`src/rtl/inst_mem_loader_pkg.sv`:
```
// Shared types and widths for the instruction-memory loader and its neighbours
// (the PC and instruction-memory blocks use INST_W and PC_W as well).
package inst_mem_loader_pkg;

  localparam int INST_W = 32;
  localparam int PC_W   = 8;

  typedef enum logic [2:0] {
    IML_IDLE  = 3'd0,
    IML_LEN   = 3'd1,
    IML_DATA  = 3'd2,
    IML_WRITE = 3'd3,
    IML_DONE  = 3'd4,
    IML_ERR   = 3'd5
  } iml_state_e;

  // A program length byte is usable only if it is non-zero and fits the memory.
  function automatic logic len_legal(input logic [7:0] len, input logic [7:0] max_words);
    return (len != 8'd0) && (len <= max_words);
  endfunction

endpackage

```
`src/rtl/iml_word_asm.sv`:
```
// Big-endian word assembler: shifts bytes in MSB-first and counts them,
// flagging when the byte being offered completes the word.
module iml_word_asm #(
  parameter int WORD_W = 32
) (
  input  logic              clk,
  input  logic              rst_n,
  input  logic              shift_en,
  input  logic              clr,
  input  logic [7:0]        byte_in,
  output logic [WORD_W-1:0] word_out,
  output logic              last_byte
);

  logic [WORD_W-1:0] sr_q, sr_d;
  logic [1:0]        cnt_q, cnt_d;

  // NOTE: every always_comb output gets a default first so no latch can be inferred.
  always_comb begin
    sr_d  = sr_q;
    cnt_d = cnt_q;
    if (clr) begin
      sr_d  = '0;
      cnt_d = 2'd0;
    end else if (shift_en) begin
      sr_d  = {sr_q[WORD_W-9:0], byte_in};
      cnt_d = cnt_q + 2'd1;
    end
  end

  // word_out is the post-shift value, so the word completed by the 4th byte
  // can be captured on the same edge that accepts it.
  assign word_out  = sr_d;
  assign last_byte = (cnt_q == 2'd3);

  // NOTE: sequential state uses non-blocking assignments only; the next-state
  // values come from the always_comb above.
  always_ff @(posedge clk) begin
    if (!rst_n) begin
      sr_q  <= '0;
      cnt_q <= 2'd0;
    end else begin
      sr_q  <= sr_d;
      cnt_q <= cnt_d;
    end
  end

endmodule

```
`src/rtl/inst_mem_loader.sv`:
```
// Fills instruction memory from a length-prefixed byte stream and holds the CPU
// until the whole program has been written.
module inst_mem_loader
  import inst_mem_loader_pkg::*;
#(
  parameter int ADDR_W  = PC_W,
  parameter int WORD_W  = INST_W,
  parameter int N_WORDS = 64
) (
  input  logic              clk_IML,
  input  logic              rstn_IML,
  input  logic              start,
  input  logic              byte_valid,
  input  logic [7:0]        byte_data,
  output logic              byte_ready,
  output logic              wr_en,
  output logic [ADDR_W-1:0] wr_addr,
  output logic [WORD_W-1:0] wr_data,
  output logic              cpu_hold,
  output logic              done,
  output logic              err,
  output logic [6:0]        word_count
);

  localparam int         IDX_W = $clog2(N_WORDS);
  localparam logic [7:0] N_MAX = 8'(N_WORDS);

  iml_state_e        state_q, state_d;
  logic [7:0]        len_q, len_d;
  logic [IDX_W-1:0]  word_idx_q, word_idx_d;
  logic [6:0]        word_count_q, word_count_d;
  logic              wr_en_q, wr_en_d;
  logic [ADDR_W-1:0] wr_addr_q, wr_addr_d;
  logic [WORD_W-1:0] wr_data_q, wr_data_d;
  logic              done_q, done_d;
  logic              err_q, err_d;
  logic              cpu_hold_q, cpu_hold_d;

  logic              asm_shift, asm_clr, asm_last;
  logic [WORD_W-1:0] asm_word;
  logic              xfer;
  logic [7:0]        idx_next;

  iml_word_asm #(.WORD_W(WORD_W)) u_word_asm (
    .clk       (clk_IML),
    .rst_n     (rstn_IML),
    .shift_en  (asm_shift),
    .clr       (asm_clr),
    .byte_in   (byte_data),
    .word_out  (asm_word),
    .last_byte (asm_last)
  );

  assign byte_ready = (state_q == IML_LEN) || (state_q == IML_DATA);
  assign xfer       = byte_valid && byte_ready;
  assign idx_next   = 8'(word_idx_q) + 8'd1;

  always_comb begin
    state_d      = state_q;
    len_d        = len_q;
    word_idx_d   = word_idx_q;
    word_count_d = word_count_q;
    wr_en_d      = 1'b0;
    wr_addr_d    = wr_addr_q;
    wr_data_d    = wr_data_q;
    done_d       = done_q;
    err_d        = err_q;
    cpu_hold_d   = cpu_hold_q;
    asm_shift    = 1'b0;
    asm_clr      = 1'b0;

    unique case (state_q)
      IML_IDLE: begin
        if (start) state_d = IML_LEN;
      end
      IML_LEN: begin
        if (xfer) begin
          if (!len_legal(byte_data, N_MAX)) begin
            state_d = IML_ERR;
            err_d   = 1'b1;
          end else begin
            state_d      = IML_DATA;
            len_d        = byte_data;
            word_idx_d   = '0;
            word_count_d = 7'd0;
            asm_clr      = 1'b1;
          end
        end
      end
      IML_DATA: begin
        if (xfer) begin
          asm_shift = 1'b1;
          if (asm_last) begin
            state_d   = IML_WRITE;
            wr_en_d   = 1'b1;
            wr_addr_d = ADDR_W'({word_idx_q, 2'b00});
            wr_data_d = asm_word;
          end
        end
      end
      IML_WRITE: begin
        word_count_d = word_count_q + 7'd1;
        // The index stays on the last word so it never reaches N_WORDS.
        if (idx_next == len_q) begin
          state_d    = IML_DONE;
          done_d     = 1'b1;
          cpu_hold_d = 1'b0;
        end else begin
          state_d    = IML_DATA;
          word_idx_d = idx_next[IDX_W-1:0];
        end
      end
      IML_DONE: begin
        if (start) begin
          state_d    = IML_LEN;
          done_d     = 1'b0;
          cpu_hold_d = 1'b1;
        end
      end
      IML_ERR: begin
        if (start) begin
          state_d = IML_LEN;
          err_d   = 1'b0;
        end
      end
      default: state_d = IML_IDLE;
    endcase
  end

  always_ff @(posedge clk_IML) begin
    if (!rstn_IML) begin
      state_q      <= IML_IDLE;
      len_q        <= 8'd0;
      word_idx_q   <= '0;
      word_count_q <= 7'd0;
      wr_en_q      <= 1'b0;
      wr_addr_q    <= '0;
      wr_data_q    <= '0;
      done_q       <= 1'b0;
      err_q        <= 1'b0;
      cpu_hold_q   <= 1'b1;
    end else begin
      state_q      <= state_d;
      len_q        <= len_d;
      word_idx_q   <= word_idx_d;
      word_count_q <= word_count_d;
      wr_en_q      <= wr_en_d;
      wr_addr_q    <= wr_addr_d;
      wr_data_q    <= wr_data_d;
      done_q       <= done_d;
      err_q        <= err_d;
      cpu_hold_q   <= cpu_hold_d;
    end
  end

  assign wr_en      = wr_en_q;
  assign wr_addr    = wr_addr_q;
  assign wr_data    = wr_data_q;
  assign done       = done_q;
  assign err        = err_q;
  assign cpu_hold   = cpu_hold_q;
  assign word_count = word_count_q;

endmodule

```
`config.mk`:
```
export PLATFORM = sky130hd
export DESIGN_NAME = inst_mem_loader
export DESIGN_NICKNAME = d
export VERILOG_FILES = /design/src/rtl/inst_mem_loader_pkg.sv /design/src/rtl/iml_word_asm.sv /design/src/rtl/inst_mem_loader.sv
export SDC_FILE = /design/constraint.sdc
export NUM_CORES = 1
export LEC_CHECK = 0
export BUFFER_PORTS_ARGS = -buffer_cell sky130_fd_sc_hd__buf_2
export CORE_UTILIZATION = 30
export CTS_CLUSTER_SIZE = 14
export DETAILED_ROUTE_END_ITERATION = 10
export SETUP_SLACK_MARGIN = 0.5
export SLEW_MARGIN = 20
export SYNTH_ARGS = -nofsm -noshare
export SYNTH_HDL_FRONTEND = slang
export SYNTH_HIERARCHICAL = 1
export SYNTH_SLANG_ARGS = --single-unit
```
`constraint.sdc`:
```
create_clock -name clk_IML -period 2.2 [get_ports clk_IML]
set_clock_uncertainty 0.05 [all_clocks]
set_input_delay 0.11 -clock clk_IML [delete_from_list [all_inputs] [get_ports clk_IML]]
set_output_delay 0.11 -clock clk_IML [all_outputs]
set_load 0.005 [all_outputs]
```
==> results.py <==
metrics = {
    "logic_synthesis": {
        "yosysUniqueCellTypes": 57,
        "synth_common_cells": "dfxtp_1 (100), nand2_1 (88), nor2_1 (73)",
        "ys_top_cells_by_area": "dfxtp_1 (45%), mux2i_1 (9.7%), nand2_1 (7.5%)",
        "synth_edf_count": 0,
        "syn-cell-area_um2": 4433,
        "synth-seq-cells": 100,
        "syn_area_per_cell_um2": 9.047,
        "syn_inst": 490,
        "synthFlopType": "dfxtp_1",
        "synth_top_area_share_pct": 45.16,
        "synth-async-reset-ratio_pct": 0,
        "yosysWarningCount": 6,
        "synth_top_area_cell": "dfxtp_1",
        "yosysSeqAreaShare_pct": 45.16,
        "synth.most_common_cell": "dfxtp_1",
    },
    "timing": {
        "max_freq_mhz": 511.7,
        "setup_viol": 0,
        "relSlewSlack_pct": 61.13,
        "fin_crit_sh_pct": 88.84,
        "worst_pin_slew_ns": 0.5830,
        "post-route-min-period_ns": 1.954,
        "rsz0062_at_grt": "yes",
        "finalHoldViolations": 0,
        "fin_tns_setup_ns": 0,
        "slew_violations": 0,
    },
    "critical_path": {
        "crit_family": "compound AO/OA/AOI/OAI gates",
        "worstSetupStartpoint": "word_idx_q[1]",
        "start_kind": "flip-flop",
        "worstPathMaxFanout": 6,
        "critPathBufInv": 2,
        "cp_slowest_stage_delay_ns": 0.36,
        "arrival_ns": 2.16,
        "crit_chain": "buf_4 -> and3_1 -> a31oi_1 -> o211ai_2 -> buf_4 -> nor4_4 -> o21ai_2 -> o221ai_1",
        "crit_path_end_kind": "flip-flop",
        "r2r-start": "word_idx_q[1]",
        "crit_top_cell": "buf_4",
        "crit_path_top_delay_cell": "dfxtp_4",
        "crit_type": "reg2reg",
        "required_ns": 2.40,
    },
    "clock_tree": {
        "clock-root-buffer": "clkbuf_16",
        "clock_latency_ns": 0.34,
        "hold_buffers": 0,
        "clock-sinks": 100,
        "clock_path_buffers": 2,
        "htree_num_levels": 3,
        "cts_made_buffers": 9,
        "cts.clk_slew.worst_paths_ns": 0.07,
        "cts_tree": "done",
    },
    "power_and_ir_drop": {
        "p_leak_nw": 2.166,
        "sw_frac_of_total_pct": 21.93,
        "clockPowerShare_pct": 45.0,
        "combPwrFrac_pct": 5.4,
        "switchingPower_w": 0.0008093,
        "vdd_ir_drop_max_mv": 0.4331,
        "powerDensity_nw_per_um2": 651.5,
        "power_w": 0.003690,
        "seqPwrFrac_pct": 49.6,
        "intPower_w": 0.002881,
    },
    "cells_and_area": {
        "drive_gt1_share_pct": 27.51,
        "fillers": 1433,
        "area_delta_synth_final_pct": 27.77,
        "num_antenna_cells": 0,
        "fin_nets": 578,
        "utilization_pct": 39.12,
    },
    "run_status": {
        "status": "completed",
    },
    "die": {
        "start_util_pct": 30.62,
        "die-width_um": 123.6,
        "coreArea_um2": 14480,
        "chipHeight_um": 123.6,
        "io-pin-count": 64,
        "design.die.area_um2": 15270,
        "rows": 44,
    },
    "hold_path": {
        "hp-class": "in2reg",
        "min_from": "start",
    },
    "drt": {
        "dr.first_iter.drc_count": 145,
        "drt-pass1-iter-count": 4,
        "wire_per_inst_um": 14.35,
        "drc": 0,
        "viasPerCell": 4.670,
        "vias": 3507,
        "route.final.wire_length_um": 10780,
        "drtAntennaViolNets": 0,
    },
    "grt": {
        "overflow": 0,
        "grt_pass1_wl_um": 16150,
        "first_global_vias": 3340,
        "grt_max_degree": 35,
        "track_usage_pct": 13.92,
        "antenna_found_initial": 0,
    },
    "placement": {
        "gp_congestion": 0.8052,
        "io_buffers": 61,
        "post-dp-hpwl_um": 7197,
    },
    "flow_run": {
        "cap_viol_max_count": 0,
    },
}
## metal layers
metal / global-route usage [%] / vias to the layer above / wire length, µm / part of all wire [%]
met4: 5.045 / 0 / 220 / 2.0
met5: 0 / - / 0 / 0
li1: - / 1770 / - / -
met1: 16.98 / 1671 / 4852 / 45
met3: 3.137 / 15 / 342 / 3.2
met2: 23.85 / 51 / 5363 / 50
## cell families after synthesis
kind of cell	Yosys count	share of synthesized area [%]
AO/OA/AOI/OAI	68	11.97
XOR/XNOR	15	3.133
buffers and inverters	46	6.379
other	1	0.08459
adder cells (fa/ha/maj)	3	0.8468
flip-flops	100	45.16
multiplexers	43	9.709
AND/OR/NAND/NOR	214	22.72
## final cells by class
class	count	area, µm²	area share, %
Clock inverter	4	53.80	0.9499
Multi-Input combinational cell	347	2354	41.55
Sequential cell	100	2018	35.63
Timing Repair Buffer	94	703.2	12.41
Inverter	11	41.29	0.7290
Clock buffer	11	264.0	4.661
Tap cell	184	230.2	4.065
## stage by stage
stage	worst slack, ns	std cells	hold WS, ns	cell area [µm²]
after floorplan	0.4590	491	0.2295	4481
after global placement	0.2456	713	0.3940	4898
after detailed placement	0.2100	713	0.3951	4898
after CTS	0.2619	739	0.04932	5345
after global routing	0.1484	751	0.08129	5664
final	0.2456	751	0.05879	5664
## registers in the layout, summed over array words and instances (netlist names)
register	flops
u_word_asm/sr_q	32
wr_data	32
len_q	8
word_count	7
word_idx_q	6
wr_addr	6
state_q	3
u_word_asm/cnt_q	2
cpu_hold	1
done	1
err	1
wr_en	1
## cells in the final DEF, fill, tap and decap left out, types with 3 or more instances in the layout
master / netlist / layout
dfxtp_1: 100 / 93
nand2_1: 88 / 88
nor2_1: 73 / 73
buf_2: 7 / 61
a21boi_0: 38 / 38
mux2i_1: 43 / 35
buf_4: 4 / 19
clkbuf_16: 0 / 14
inv_1: 11 / 11
nor2b_1: 9 / 9
xor2_1: 9 / 8
mux2i_4: 0 / 6
xnor2_1: 5 / 5
nand3_1: 5 / 4
nand4_1: 4 / 4
buf_12: 0 / 4
buf_6: 10 / 4
dfxtp_2: 0 / 4
nor2_2: 4 / 4
a21o_1: 3 / 3
and2_1: 4 / 3
and3_1: 3 / 3
or3_1: 3 / 3
nand2b_4: 2 / 3
nand2b_1: 3 / 3
a21oi_1: 3 / 3
a22oi_1: 3 / 3
dfxtp_4: 0 / 3
## worst paths after layout
| check | end | slack (ns) | cells past startpoint |
|---|---|---|---|
| worst max register to register | word_idx_q[4] | 0.25 | 8 |
| worst max-delay path | word_idx_q[4] | 0.25 | 8 |
| worst min-delay path | state_q[2] | 0.06 | 4 |
| worst min register to register | wr_addr[2] | 0.41 | 2 |
## timing repair
action / CTS / global route
pin swaps: 6 / 6
cloned: 1 / 5
buffers inserted: 10 / 7
setup endpoints to repair: 85 / 85
resized for setup: 11 / 32
## worst register-to-register path, delay by kind of cell (launching register included)
family                 cells  cell delay, ns
buffers and inverters      2            0.31
flip-flops                 1            0.36
AO/OA/AOI/OAI              4            0.78
AND/OR/NAND/NOR            2            0.36
## power groups by stage
stage	registers (W)	logic [W]	clock network [W]
3_3_place_gp	0.00187	0.000164	0
4_1_cts	0.00183	0.000176	0.00170
2_1_floorplan	0.00187	0.000129	0
3_5_place_dp	0.00187	0.000165	0
5_1_grt	0.00183	0.000216	0.00177
6_report	0.00183	0.000198	0.00166
Note: power is estimated with default switching activity, not from simulation.
